[src/rtl/ifetch.sv]
// ifetch: instruction fetch unit feeding decode with 16-bit instructions and their PCs.
// Latency: a word acked at edge N has its first halfword deliverable on idone after edge N+1.
// Backpressure: decode pulls with ins_take; new reads are only issued while >=2 queue slots are free.
//
// Ports:
//   clk, reset             single clock, synchronous active-low reset
//   ins_take               decode asks for the next instruction this cycle
//   redirect, redirect_pc  control-flow change from execute (bit 0 of the PC ignored)
//   fetch_req/fetch_addr   word read request to instruction memory, held until fetch_ack
//   fetch_ack/fetch_data   read response, low halfword is the lower address
//   ins/ins_pc/idone       instruction handed to decode, idone is a one-cycle pulse
//   empty                  halfword queue is empty
module ifetch #(
  parameter int unsigned   RV        = 32,
  parameter int unsigned   QDEPTH    = 4,
  parameter logic [RV-1:0] RESET_VEC = '0
) (
  input  logic          clk,
  input  logic          reset,
  input  logic          ins_take,
  input  logic          redirect,
  input  logic [RV-1:0] redirect_pc,
  output logic          fetch_req,
  output logic [RV-3:0] fetch_addr,
  input  logic          fetch_ack,
  input  logic [31:0]   fetch_data,
  output logic [15:0]   ins,
  output logic [RV-1:0] ins_pc,
  output logic          idone,
  output logic          empty
);

  localparam int unsigned   PW = (QDEPTH > 1) ? $clog2(QDEPTH) : 1;
  localparam int unsigned   CW = PW + 1;
  localparam logic [CW-1:0] QD = CW'(QDEPTH);

  logic [15:0]   q_mem [QDEPTH];
  logic [PW-1:0] head_q, head_d, tail_q, tail_d;
  logic [CW-1:0] count_q, count_d;
  logic [RV-1:0] fpc_q, fpc_d;     // address of the next word to fetch
  logic [RV-1:0] dpc_q, dpc_d;     // PC of the queue head
  logic          req_q, req_d;
  logic [RV-3:0] addr_q, addr_d;
  logic          drop_q, drop_d;   // outstanding read belongs to a stale PC stream
  logic [15:0]   ins_q, ins_d;
  logic [RV-1:0] ins_pc_q, ins_pc_d;
  logic          idone_q, idone_d;

  logic          held;
  logic          accept;
  logic          pop;
  logic [1:0]    n_push;
  logic [RV-1:0] rpc;

  always_comb begin
    rpc    = redirect_pc & ~RV'(1);
    held   = req_q & ~fetch_ack;
    accept = req_q & fetch_ack & ~drop_q & ~redirect;
    pop    = (count_q != '0) & ins_take & ~redirect;
    // The first word after an odd redirect only carries one useful halfword.
    n_push = accept ? (fpc_q[1] ? 2'd1 : 2'd2) : 2'd0;

    fpc_d    = accept ? ((fpc_q & ~RV'(3)) + RV'(4)) : fpc_q;
    dpc_d    = pop ? dpc_q + RV'(2) : dpc_q;
    head_d   = pop ? head_q + PW'(1) : head_q;
    tail_d   = tail_q + PW'(n_push);
    count_d  = count_q + CW'(n_push) - CW'(pop);
    idone_d  = pop;
    ins_d    = pop ? q_mem[head_q] : ins_q;
    ins_pc_d = pop ? dpc_q : ins_pc_q;
    drop_d   = drop_q & ~fetch_ack;

    if (redirect) begin
      count_d = '0;
      head_d  = '0;
      tail_d  = '0;
      fpc_d   = rpc;
      dpc_d   = rpc;
      // A read still in flight would return data for the old stream; an ack in
      // this same cycle is already ignored because redirect blocks the push.
      drop_d  = held;
    end

    // Next request decided from registered-next state only, so fetch_ack has
    // no combinational route to fetch_req.
    req_d  = held | (count_d <= QD - CW'(2));
    addr_d = held ? addr_q : fpc_d[RV-1:2];
  end

  always_ff @(posedge clk) begin
    if (!reset) begin
      head_q   <= '0;
      tail_q   <= '0;
      count_q  <= '0;
      fpc_q    <= RESET_VEC;
      dpc_q    <= RESET_VEC;
      req_q    <= 1'b0;
      addr_q   <= '0;
      drop_q   <= 1'b0;
      ins_q    <= '0;
      ins_pc_q <= '0;
      idone_q  <= 1'b0;
    end else begin
      head_q   <= head_d;
      tail_q   <= tail_d;
      count_q  <= count_d;
      fpc_q    <= fpc_d;
      dpc_q    <= dpc_d;
      req_q    <= req_d;
      addr_q   <= addr_d;
      drop_q   <= drop_d;
      ins_q    <= ins_d;
      ins_pc_q <= ins_pc_d;
      idone_q  <= idone_d;
    end
  end

  // Queue storage needs no reset: count gates every read.
  always_ff @(posedge clk) begin
    if (accept) begin
      if (fpc_q[1]) begin
        q_mem[tail_q] <= fetch_data[31:16];
      end else begin
        q_mem[tail_q]          <= fetch_data[15:0];
        q_mem[tail_q + PW'(1)] <= fetch_data[31:16];
      end
    end
  end

  assign fetch_req  = req_q;
  assign fetch_addr = addr_q;
  assign ins        = ins_q;
  assign ins_pc     = ins_pc_q;
  assign idone      = idone_q;
  assign empty      = (count_q == '0);

endmodule

[config.mk]
export PLATFORM = sky130hd
export DESIGN_NAME = ifetch
export DESIGN_NICKNAME = d
export VERILOG_FILES = /design/src/rtl/ifetch.sv
export SDC_FILE = /design/constraint.sdc
export NUM_CORES = 1
export LEC_CHECK = 0
export CAP_MARGIN = 25
export CORE_MARGIN = 8
export CORE_UTILIZATION = 54
export DETAILED_ROUTE_END_ITERATION = 12
export PLACE_DENSITY = 0.88
export SYNTH_ARGS = -nofsm -noshare
export SYNTH_HDL_FRONTEND = slang
export SYNTH_SLANG_ARGS = --single-unit
[constraint.sdc]
create_clock -name clk -period 3.9 [get_ports clk]
set_input_delay 0.78 -clock clk [delete_from_list [all_inputs] [get_ports clk]]
set_output_delay 0.78 -clock clk [all_outputs]
set_load 0.02 [all_outputs]
; ---- Word-level counts from Yosys, hierarchy flattened
; Memories as Yosys holds them, arrays and structs flattened. A register that Yosys moved wholly into a read port is not among the register bits.
; Cells that the tools add are included.
[classes]
bitwise_logic = 13
reduce_logical = 6
n_mux = 15
order_cmp = 1
n_addsub = 7
[ops]
columns = cell, count
row1 = 2-to-1 mux 32 bit, 4
row2 = "adder 32 x 2 -> 32 bit, second input constant", 1
row3 = "adder 32 x 3 -> 32 bit, second input constant", 1
row4 = 2-to-1 mux 16 bit, 1
row5 = AND 1 bit, 7
row6 = 2-to-1 mux 1 bit, 7
row7 = "adder 2 x 1 -> 2 bit, second input constant", 2
row8 = 2-to-1 mux 2 bit, 2
row9 = inverter 1 bit, 4
row10 = nonzero test 2 bit, 2
row11 = adder 3 x 2 -> 3 bit, 1
row12 = "<= comparator 3 x 2 -> 1 bit, second input constant", 1
row13 = logical NOT 3 bit, 1
row14 = 2-to-1 mux 3 bit, 1
row15 = nonzero test 3 bit, 1
row16 = subtractor 3 x 1 -> 3 bit, 1
row17 = adder 2 bit, 1
row18 = bitwise OR 1 bit, 2
row19 = OR reduction 2 bit, 1
row20 = logical NOT 1 bit, 1
[totals]
in_bits = 69
memories = 1
mem_bits_rw = 64
reg_bits = 136
[mem_list]
columns = memory, depth, word_bits, read_ports, rd_clocked_by_memory_dff, wr, line
row1 = q_mem, 4, 16, 1, 1, 2, 37  ; logic [15:0] q_mem [QDEPTH];

; ---- Logic depth before layout (Yosys ltp)
[depth]
word_depth = 9
depth_mapped = 12
mapped_depth_nobuf = 10

; ---- Worst setup path after synthesis
; OpenSTA, ideal clock, no wires.
[synth_path]
path_type = input to register
from = in redirect
to = mem q_mem[2][0] (enable)
path_slack_ns = 0.907
stages = 4
required_ns = 3.491
setup_ns = 0.409
t_arrival_ns = 2.583
cell_sequence = clkbuf_1 -> clkbuf_1 -> clkbuf_1 -> nor3_1
[synth_rtl]
columns = item, line
row1 = start: declaration, 21  ; input logic redirect,
row2 = end: declaration, 37

; ---- Final worst setup path
[layout_path]
from = in fetch_ack
to = reg req_q (netlist: fetch_req)
[layout_between]
elab_chain_len = 9
elab_cells_between_ends = 11
classes_between = add/sub: 2 / order compare: 1 / mux: 2 / bitwise: 6
[layout_rtl]
columns = item, line
row1 = start: declaration, 25  ; input logic fetch_ack,
row2 = AND 1 bit (3 in a row), 58  ; accept = req_q & fetch_ack & ~drop_q & ~redirect;
row3 = 2-to-1 mux 2 bit, 61  ; n_push = accept ? (fpc_q[1] ? 2'd1 : 2'd2) : 2'd0;
row4 = adder 3 x 2 -> 3 bit, 67  ; count_d = count_q + CW'(n_push) - CW'(pop);
row5 = subtractor 3 x 1 -> 3 bit, 67
row6 = 2-to-1 mux 3 bit, 73  ; if (redirect) begin
row7 = <= comparator 3 x 2 -> 1 bit, 86  ; req_d = held | (count_d <= QD - CW'(2));
row8 = bitwise OR 1 bit (*), 86
row9 = end signal: assignment, 109  ; req_q <= req_d;
row10 = end: declaration, 42  ; logic req_q, req_d;
; Every way passes the cells marked *; elsewhere a longest branch is shown, timed or not.
; A chain may end at the register's enable or synchronous reset.

==> impl_metrics.prom <==
# TYPE chip_impl_metric gauge
chip_impl_info{name="status",value="complete, no violations"} 1
chip_impl_metric{name="report.power.total",unit="uW"} 5196
chip_impl_metric{name="pin_count_of_the_biggest_net_entering_global_routing",unit=""} 66
chip_impl_metric{name="rows",unit=""} 48
chip_impl_metric{name="ios",unit=""} 150
chip_impl_metric{name="vdd_ir_drop_max",unit="mV"} 0.4368
chip_impl_metric{name="fmax",unit="MHz"} 347.0
chip_impl_info{name="clock_tree.root_cell",value="clkbuf_16"} 1
chip_impl_metric{name="antenna_diodes",unit=""} 0
chip_impl_metric{name="fp.dieArea",unit="um^2"} 22320
chip_impl_metric{name="cts_num_sinks",unit=""} 213
chip_impl_metric{name="max-slew-margin-rel",unit="%"} 39.31
chip_impl_metric{name="path_depth",unit=""} 10
chip_impl_metric{name="totalNegativeSetupSlack",unit="ps"} 0
chip_impl_metric{name="timing.critical_path.fanout_max",unit=""} 9
chip_impl_metric{name="final-max-slew-violation-count",unit=""} 0
chip_impl_info{name="tritoncts",value="yes"} 1
chip_impl_metric{name="first_global_vias",unit=""} 7824
chip_impl_info{name="hold_class",value="reg -> reg"} 1
chip_impl_info{name="postSynth.topFlopCell",value="dfxtp_1"} 1
chip_impl_metric{name="synth_edf_count",unit=""} 64
chip_impl_metric{name="cts-buffers-inserted",unit=""} 23
chip_impl_metric{name="cts_hold_repair.buffers",unit=""} 0
chip_impl_metric{name="overall_track_demand_over_capacity_in_global_routing",unit="%"} 23.30
chip_impl_metric{name="power-per-cell-area",unit="nW/um^2"} 432.0
chip_impl_metric{name="worst_hold_path.num_cells",unit=""} 2
chip_impl_metric{name="netlist.area_leader.share",unit="%"} 31.04
chip_impl_info{name="critical-path-top-cell-by-count",value="nand2_1"} 1
chip_impl_metric{name="timing.reg2reg.worst_path_depth",unit=""} 10
chip_impl_metric{name="clock_latency",unit="ps"} 510
chip_impl_metric{name="finalWirelength",unit="um"} 26540
chip_impl_metric{name="maxCapViolCount",unit=""} 0
chip_impl_metric{name="routed_via_density",unit=""} 5.924
chip_impl_metric{name="area_growth",unit="%"} 25.15
chip_impl_metric{name="summed_instance_area_of_the_synthesized_netlist",unit="um^2"} 9610
chip_impl_metric{name="seq_area_frac_synth",unit="%"} 51.04
chip_impl_metric{name="drtIter0Drc",unit=""} 733
chip_impl_metric{name="nets",unit=""} 1178
chip_impl_metric{name="num-fill-cells",unit=""} 1227
chip_impl_metric{name="postCtsSetupBuffers",unit=""} 0
chip_impl_metric{name="fp.dieH",unit="um"} 149.4
chip_impl_metric{name="die_width",unit="um"} 149.4
chip_impl_metric{name="slew_at_the_pin_closest_to_its_max_slew_limit",unit="ps"} 909.2
chip_impl_info{name="synthDominantAreaCellType",value="dfxtp_1"} 1
chip_impl_metric{name="setup_viol_count_final",unit=""} 0
chip_impl_metric{name="cts_htree_levels",unit=""} 1
chip_impl_metric{name="global_route.usage.met3",unit="%"} 4.854
chip_impl_metric{name="report.final.hold_viol_count",unit=""} 0
chip_impl_metric{name="worst-endpoint-required",unit="ps"} 4330
chip_impl_info{name="critical_path.slowest_cell",value="clkdlybuf4s50_1"} 1
chip_impl_metric{name="crit_buf_inv",unit=""} 2
chip_impl_info{name="post_synth_main_area_contributors",value="dfxtp_1 (31%), edfxtp_1 (20%), mux2_2 (8.2%), nand2_1 (7.1%), a21oi_1 (4.9%)"} 1
chip_impl_metric{name="grt_util_met1",unit="%"} 27.82
chip_impl_metric{name="clock_tree.buffer_depth",unit=""} 3
chip_impl_info{name="grt_busiest_layer",value="met2"} 1
chip_impl_metric{name="grt_pass1_wl",unit="um"} 41590
chip_impl_metric{name="clk_pin_slew_worst_paths",unit="ps"} 60
chip_impl_metric{name="cts_resized",unit=""} 0
chip_impl_metric{name="crit_path_max_incr_delay",unit="ps"} 550
chip_impl_metric{name="wl_per_cell",unit="um"} 19.78
chip_impl_metric{name="layout_worst_path_cycle_share",unit="%"} 73.89
chip_impl_info{name="path_delay_family",value="adder cells"} 1
chip_impl_metric{name="period_needed",unit="ps"} 2882
chip_impl_metric{name="synth_area_per_cell",unit="um^2"} 9.897
chip_impl_metric{name="synth_cells",unit=""} 971
chip_impl_metric{name="floorplan.initialDensity",unit="%"} 55.37
chip_impl_metric{name="dr.pass1.iters",unit=""} 5
chip_impl_metric{name="postRouteAntennaNets",unit=""} 0
chip_impl_metric{name="synth_cell_types",unit=""} 58
chip_impl_metric{name="grt_antenna_before_repair",unit=""} 0
chip_impl_metric{name="core-area",unit="um^2"} 17360
chip_impl_info{name="crit_path_cell_trace",value="clkdlybuf4s50_1, and4bb_2, nand2_1, ha_1, inv_1, fa_1, xor2_1, xnor2_1, nand2_1, a21oi_1"} 1
chip_impl_metric{name="synth-async-reset-ratio",unit="%"} 0
chip_impl_metric{name="power.leakage",unit="uW"} 0.004115
chip_impl_metric{name="yosys_warnings",unit=""} 0
chip_impl_metric{name="io_port_bufs",unit=""} 147
chip_impl_metric{name="cp.arrival",unit="ps"} 3310
chip_impl_metric{name="post_route_cells_drive_above_1_share",unit="%"} 13.79
chip_impl_metric{name="sum_of_net_half_perimeters_after_detailed_placement",unit="um"} 17960
chip_impl_info{name="critPathCaptureType",value="flip-flop"} 1
chip_impl_metric{name="drcViolationCount",unit=""} 0
chip_impl_metric{name="fin_skew",unit="ps"} 13.04
chip_impl_info{name="startpoint_type",value="input pin"} 1
chip_impl_info{name="rsz0062_at_grt",value="no"} 1
chip_impl_metric{name="ys_seq_elements",unit=""} 213
chip_impl_metric{name="gp_congestion",unit=""} 0.9427
chip_impl_info{name="worst-setup-path-type",value="in -> reg"} 1
chip_impl_metric{name="gr-usage-met2",unit="%"} 39.89
chip_impl_metric{name="number_of_vias_in_the_routed_layout",unit=""} 7950
chip_impl_metric{name="synth.net_count",unit=""} 1045
chip_impl_metric{name="grt.overflow.total",unit=""} 0
routing by layer:
metal | up-vias | share of wire [%]
li1 | 3701 | -
met1 | 3820 | 38
met2 | 356 | 49
met3 | 73 | 8.8
met4 | 0 | 3.8
met5 | - | 0
placed cells by master (no fill, tap or decap), types with 20 or more instances in the layout:
cell type          n
xnor2_1           38
nand2_1          182
nand3_1           29
mux2_2            70
edfxtp_1          64
o21ai_0           30
a21oi_1           94
buf_4             20
clkbuf_16         25
nand2b_1          25
nor2_1            48
clkdlybuf4s50_1  146
dfxtp_1          149
sequential cells by signal, indices dropped and copies added, names as in the netlist:
signal,flops
q_mem,64
dpc_q,31
fpc_q,31
ins_pc,31
fetch_addr,30
ins,16
count_q,3
head_q,2
tail_q,2
drop_q,1
fetch_req,1
idone,1
where the power goes:
group	internal, uW	switching [uW]	leakage [uW]
Sequential	2390	82.9	0.00180
Combinational	285	320	0.00194
Clock	1250	868	0.000368
Total	3920	1270	0.00411
worst min-delay path: stages, from the launching register on:
cell and delay (ps):
dfxtp_1 310, nand2_1 50, a21oi_1 50
synthesized netlist by cell type (2+ instances only):
library cell / count
xor2_1: 11
inv_1: 15
nor2b_1: 11
a221oi_1: 4
a32oi_1: 4
nor2_1: 49
or3_1: 4
a31oi_1: 4
ha_1: 4
buf_6: 2
buf_2: 10
and4_1: 7
o21ai_0: 30
mux2_2: 70
a21oi_2: 3
o31ai_1: 3
a32o_1: 5
mux2i_1: 3
a211oi_1: 2
and3_1: 9
mux4_2: 16
a21oi_1: 94
nor4_1: 15
nand2_1: 182
nand4_1: 11
nand3_1: 30
a21boi_0: 2
xnor2_1: 38
and2_1: 5
o21a_1: 3
a22oi_1: 2
clkbuf_1: 41
nand2b_1: 25
buf_1: 5
dfxtp_1: 149
nor3_1: 18
edfxtp_1: 64
logic make-up (layout without fill, tap and decap cells):
group	Yosys count	after routing	synth area share, %
multiplexers	89	89	12.26
adder cells (fa/ha/maj)	5	5	0.7291
flip-flops	213	213	51.03
other	1	1	0.03902
XOR/XNOR	49	49	4.466
AO/OA/AOI/OAI	164	164	9.907
AND/OR/NAND/NOR	374	374	18.25
buffers and inverters	76	222	3.307
stage by stage:
stage / util, % / area (um^2) / hold slack (ps) / std cells / worst slack (ps)
CTS: 69.30 / 12030 / 450.6 / 1342 / 1019
detailed placement: 65.04 / 11290 / 443.8 / 1304 / 521.1
finish: 69.30 / 12030 / 450.4 / 1342 / 1018
global route: 69.30 / 12030 / 467.1 / 1342 / 854.8
global placement: 65.04 / 11290 / 439.0 / 1304 / 584.4
floorplan: - / 9610 / 437.1 / 971 / 907.3
final timing paths:
check | to | startpoint | slack (ps)
min reg2reg | fetch_addr[3] | fetch_addr[3] | 450
max | fetch_req | fetch_ack | 1020
max reg2reg | fetch_req | count_q[0] | 1220
min | fetch_addr[3] | fetch_addr[3] | 450
final cells by class:
cell class                 instances  area, um^2  share of cell area (%)
multi-input combinational        682        4405                   36.63
inverter                          16       60.06                  0.4993
sequential                       213        4905                   40.78
clock inverter                     5       33.78                  0.2809
timing repair buffer             168        1637                   13.61
tap                              225       281.5                   2.341
clock buffer                      33       705.7                   5.867
No activity file was read; power rests on OpenSTA's default activity.
==> RTL edit 1, RTL diff (same flow settings) <==
Set the parameter `QDEPTH` to 16 (it was 4).
--- a/src/rtl/ifetch.sv
+++ b/src/rtl/ifetch.sv
@@ -12,7 +12,7 @@
 //   empty                  halfword queue is empty
 module ifetch #(
   parameter int unsigned   RV        = 32,
-  parameter int unsigned   QDEPTH    = 4,
+  parameter int unsigned   QDEPTH    = 16,
   parameter logic [RV-1:0] RESET_VEC = '0
 ) (
   input  logic          clk,
Function: changed (Yosys sat finds a counterexample within 4 cycles, from zero or initial values and one cycle with reset low).
==> RTL edit 1 against the original RTL <==
- routed wire length up 120%
- sequential cell count grew 198
- cell count grew 83%
- area after synthesis up 100%
- power increased by 110%
- register-to-register slack got worse by 0.57 ns
- worst hold slack improved by 0.0038 ns
- worst setup slack worse by 0.47 ns
- cell area rose by 89%
==> RTL edit 1: results (changes against the original RTL) <==
| Metric | Value |
|---|---|
| Placed cell count | `2383 (+83%)` |
| Fraction of area in registers | `0.475 (+0.0675)` |
| Global routing met3 resource utilization | `0.0469 (-0.00168)` |
| Fin Clk Skew | `0.0186 ns (+0.00552 ns)` |
| Parity-gate share of the synthesized area counting xor and xnor cells | `0.0261 (-0.0186)` |
| Sum of internal, switching and leakage power | `0.0108 W (+110%)` |
| Power density over cell area | `475 mW/mm2 (+10%)` |
| Global-route wire length before repair | `87.2 mm (+110%)` |
| Worst setup endpoint | `empty` |
| End of the worst hold path | `ins_pc[26]$_SDFFE_PN0P_` |
| Reg-to-reg slack, setup | `0.65 ns (-0.57 ns)` |
| Portion of the post-synthesis area used by sequential elements | `0.554 (+0.0437)` |
| Worst supply voltage drop on vdd | `0.000431 V (-1.3%)` |
| Layout buffer count excluding clock buffers | `217 (+29%)` |
| Tightest slew margin relative to the limit | `0.414 (+0.0207)` |
| Met1 GRT Util | `0.321 (+0.0428)` |
| FF-to-FF Start | `count_q[3]$_SDFF_PN0_` |
| Yosys cell types | `59 (+1.7%)` |
| Post-synth EDFFs | `256 (+300%)` |
| Flip-flop count of the largest register, all copies and words added | `256 (+300%)` |
| DP Wirelength | `35.9 mm (+100%)` |
| Number of nets in the final layout | `2049 (+74%)` |
| Maximum number of pins on one net before global-route repair | `72 (+9.1%)` |
| Multi-input combinational gate total | `1268 (+86%)` |
| Synthesized-area fraction occupied by adder cells | `0.00977 (+0.00247)` |
| GRT met2 Usage | `0.447 (+0.0483)` |
| Clock Power Share | `0.355 (-0.054)` |
| Die width | `206 um (+38%)` |
| Number of cells on the worst reg-to-reg path | `14 (+4)` |
| Clock tree cell share of total cell area | `0.0565 (-0.00497)` |
| LEAKAGE | `7.69 nW (+87%)` |
| Largest delay contributor family on the critical path | `buffers and inverters` |
| Slowest-stage cell, CP | `sky130_fd_sc_hd__or4b_2` |
| Share of synthesized area spent on multiplexers | `0.102 (-0.0204)` |
| Number of clock buffer instances in the layout | `58 (+76%)` |
| Inserted Clock Buffers | `41 (+78%)` |
| Placed instance area | `0.0214 mm2 (+90%)` |
| Fraction of standard cell area in multi-input logic | `0.349 (-0.0176)` |
| Amount of wire on met2 after detailed routing | `27.9 mm (+110%)` |
| DR WL met3 | `6.86 mm (+190%)` |
| Run status | `finished clean` |
| Final antenna diode count | `2 (+2)` |
| Critical path type | `reg -> out` |
## RTL edit 1: cell types whose count changed after synthesis, moves of 9 or more
cell                       unedited run  this run
sky130_fd_sc_hd__edfxtp_1            64       256
sky130_fd_sc_hd__clkbuf_1            41       127
sky130_fd_sc_hd__a21oi_1             94       368
sky130_fd_sc_hd__o211ai_1             1        12
sky130_fd_sc_hd__xor2_1              11        23
sky130_fd_sc_hd__nand3_1             30        41
sky130_fd_sc_hd__inv_1               15        26
sky130_fd_sc_hd__buf_1                5        28
sky130_fd_sc_hd__nand4_1             11        20
sky130_fd_sc_hd__mux2_2              70         0
sky130_fd_sc_hd__nand2_1            182       170
sky130_fd_sc_hd__mux4_2              16        80
sky130_fd_sc_hd__mux2i_1              3        19
sky130_fd_sc_hd__nor2_1              49       310
==> RTL edit 2, RTL diff (config.mk and constraints unchanged) <==
Without the edit above. Reset style: asynchronous (`reset`), changed in one clocked block. Comments in the files are not updated.
--- a/src/rtl/ifetch.sv
+++ b/src/rtl/ifetch.sv
@@ -87,7 +87,7 @@
     addr_d = held ? addr_q : fpc_d[RV-1:2];
   end
 
-  always_ff @(posedge clk) begin
+  always_ff @(posedge clk or negedge reset) begin
     if (!reset) begin
       head_q   <= '0;
       tail_q   <= '0;
Check against the original RTL: differs if reset is asserted again (counterexample within 4 cycles, from zero or initial values and one cycle with reset low); with reset held inactive, the same outputs for 4 cycles.
==> RTL edit 2 against the original RTL <==
- fmax rose by 1.7%
- synthesized cell count fell by 16%
- worst setup slack improved by 0.049 ns
- via count fell by 8.1%
- routed wire length fell by 2.2%
- sequential share of layout area rose by 3.6 points
- die area rose by 5.6%
- cell area rose by 6.0%
- sequential cell count did not move
- area after synthesis rose by 6.2%
- critical path type unchanged
Power is not compared: it rests on default switching activity, and its combinational part moved more than twofold at a synthesized area within 25%.
==> RTL edit 2: results (changes against the original RTL) <==
| Metric | Value |
|---|---|
| Total vias in the final route | `7304 (-8.1%)` |
| DR WL met3 | `2.06 mm (-12%)` |
| Slowest stage delay, CP | `0.64 ns (+0.09 ns)` |
| Top cells by area, synth | `sky130_fd_sc_hd__dfrtp_1, sky130_fd_sc_hd__edfxtp_1, sky130_fd_sc_hd__mux2_2` |
| Final antenna diode count | `1 (+1)` |
| Layout buffer count excluding clock buffers | `162 (-3.6%)` |
| Row count | `50 (+4.2%)` |
| Share of synthesized area spent on multiplexers | `0.163 (+0.0402)` |
| Vias in the first global route | `7776 (-0.61%)` |
| Fraction of area in registers | `0.443 (+0.0356)` |
| DRT iter0 DRCs | `416 (-43%)` |
| GRT met2 Usage | `0.367 (-0.0320)` |
| Inserted Clock Buffers | `22 (-4.3%)` |
| Met1 GRT Util | `0.267 (-0.0114)` |
| Share of flip-flops with an asynchronous set or reset | `0.700 (+0.700)` |
| Proportion of layout cells with a drive suffix above 1 | `0.223 (+0.0852)` |
| Register area | `0.00565 mm2 (+15%)` |
| Time the worst path needs with I/O delays and setup | `2.83 ns (-0.0486 ns)` |
| Filler cell count in the final layout | `1284 (+4.6%)` |
| Total Wirelength | `25.9 mm (-2.2%)` |
| DP Wirelength | `18.0 mm (about the same)` |
| Portion of the post-synthesis area used by sequential elements | `0.553 (+0.0431)` |
| Clock tree cell share of total cell area | `0.0625 (+0.00106)` |
| Worst setup slack before clock tree synthesis | `0.553 ns (+0.0321 ns)` |
| Placed instance area | `0.0119 mm2 (+5.8%)` |
| Weighted congestion at the end of routability-driven global placement | `0.898 (-4.8%)` |
| Length of routed wiring on met1 | `10.3 mm (+0.98%)` |
| Tightest slew margin relative to the limit | `0.403 (+0.00998)` |
| Fin Clk Skew | `0.0102 ns (-0.00288 ns)` |
| Number of nets in the final layout | `1033 (-12%)` |
| Fraction of standard cell area in multi-input logic | `0.339 (-0.0277)` |
| Run status | `finished clean` |
| Number of non-clock inverters | `15 (-1)` |
| Sum of internal, switching and leakage power | `~0.0079 W` |
==> RTL edit 2: cell count changes after synthesis, sizes merged, moves of 37 or more <==
cell,unedited run,this run
a21oi,97,48
nand2,182,48
nor2,49,86
mux2,70,113
dfrtp,0,149
dfxtp,149,0
==> RTL edit 2: path summary, 6_finish.rpt <==
check,start,endpoint,slack [ns],cells past startpoint
min reg2reg,fetch_addr[7]$_DFFE_PN0N_,fetch_addr[7]$_DFFE_PN0N_,0.48,2
min,reset,ins_pc[7]$_DFFE_PN0P_,0.25,1
max,fetch_ack,fetch_req$_DFF_PN0_,1.07,10
min in group clk,fetch_addr[7]$_DFFE_PN0N_,fetch_addr[7]$_DFFE_PN0N_,0.48,2
max in group asynchronous,reset,ins[9]$_DFFE_PN0P_,2.89,2
max reg2reg,count_q[2]$_DFF_PN0_,fetch_req$_DFF_PN0_,1.17,9
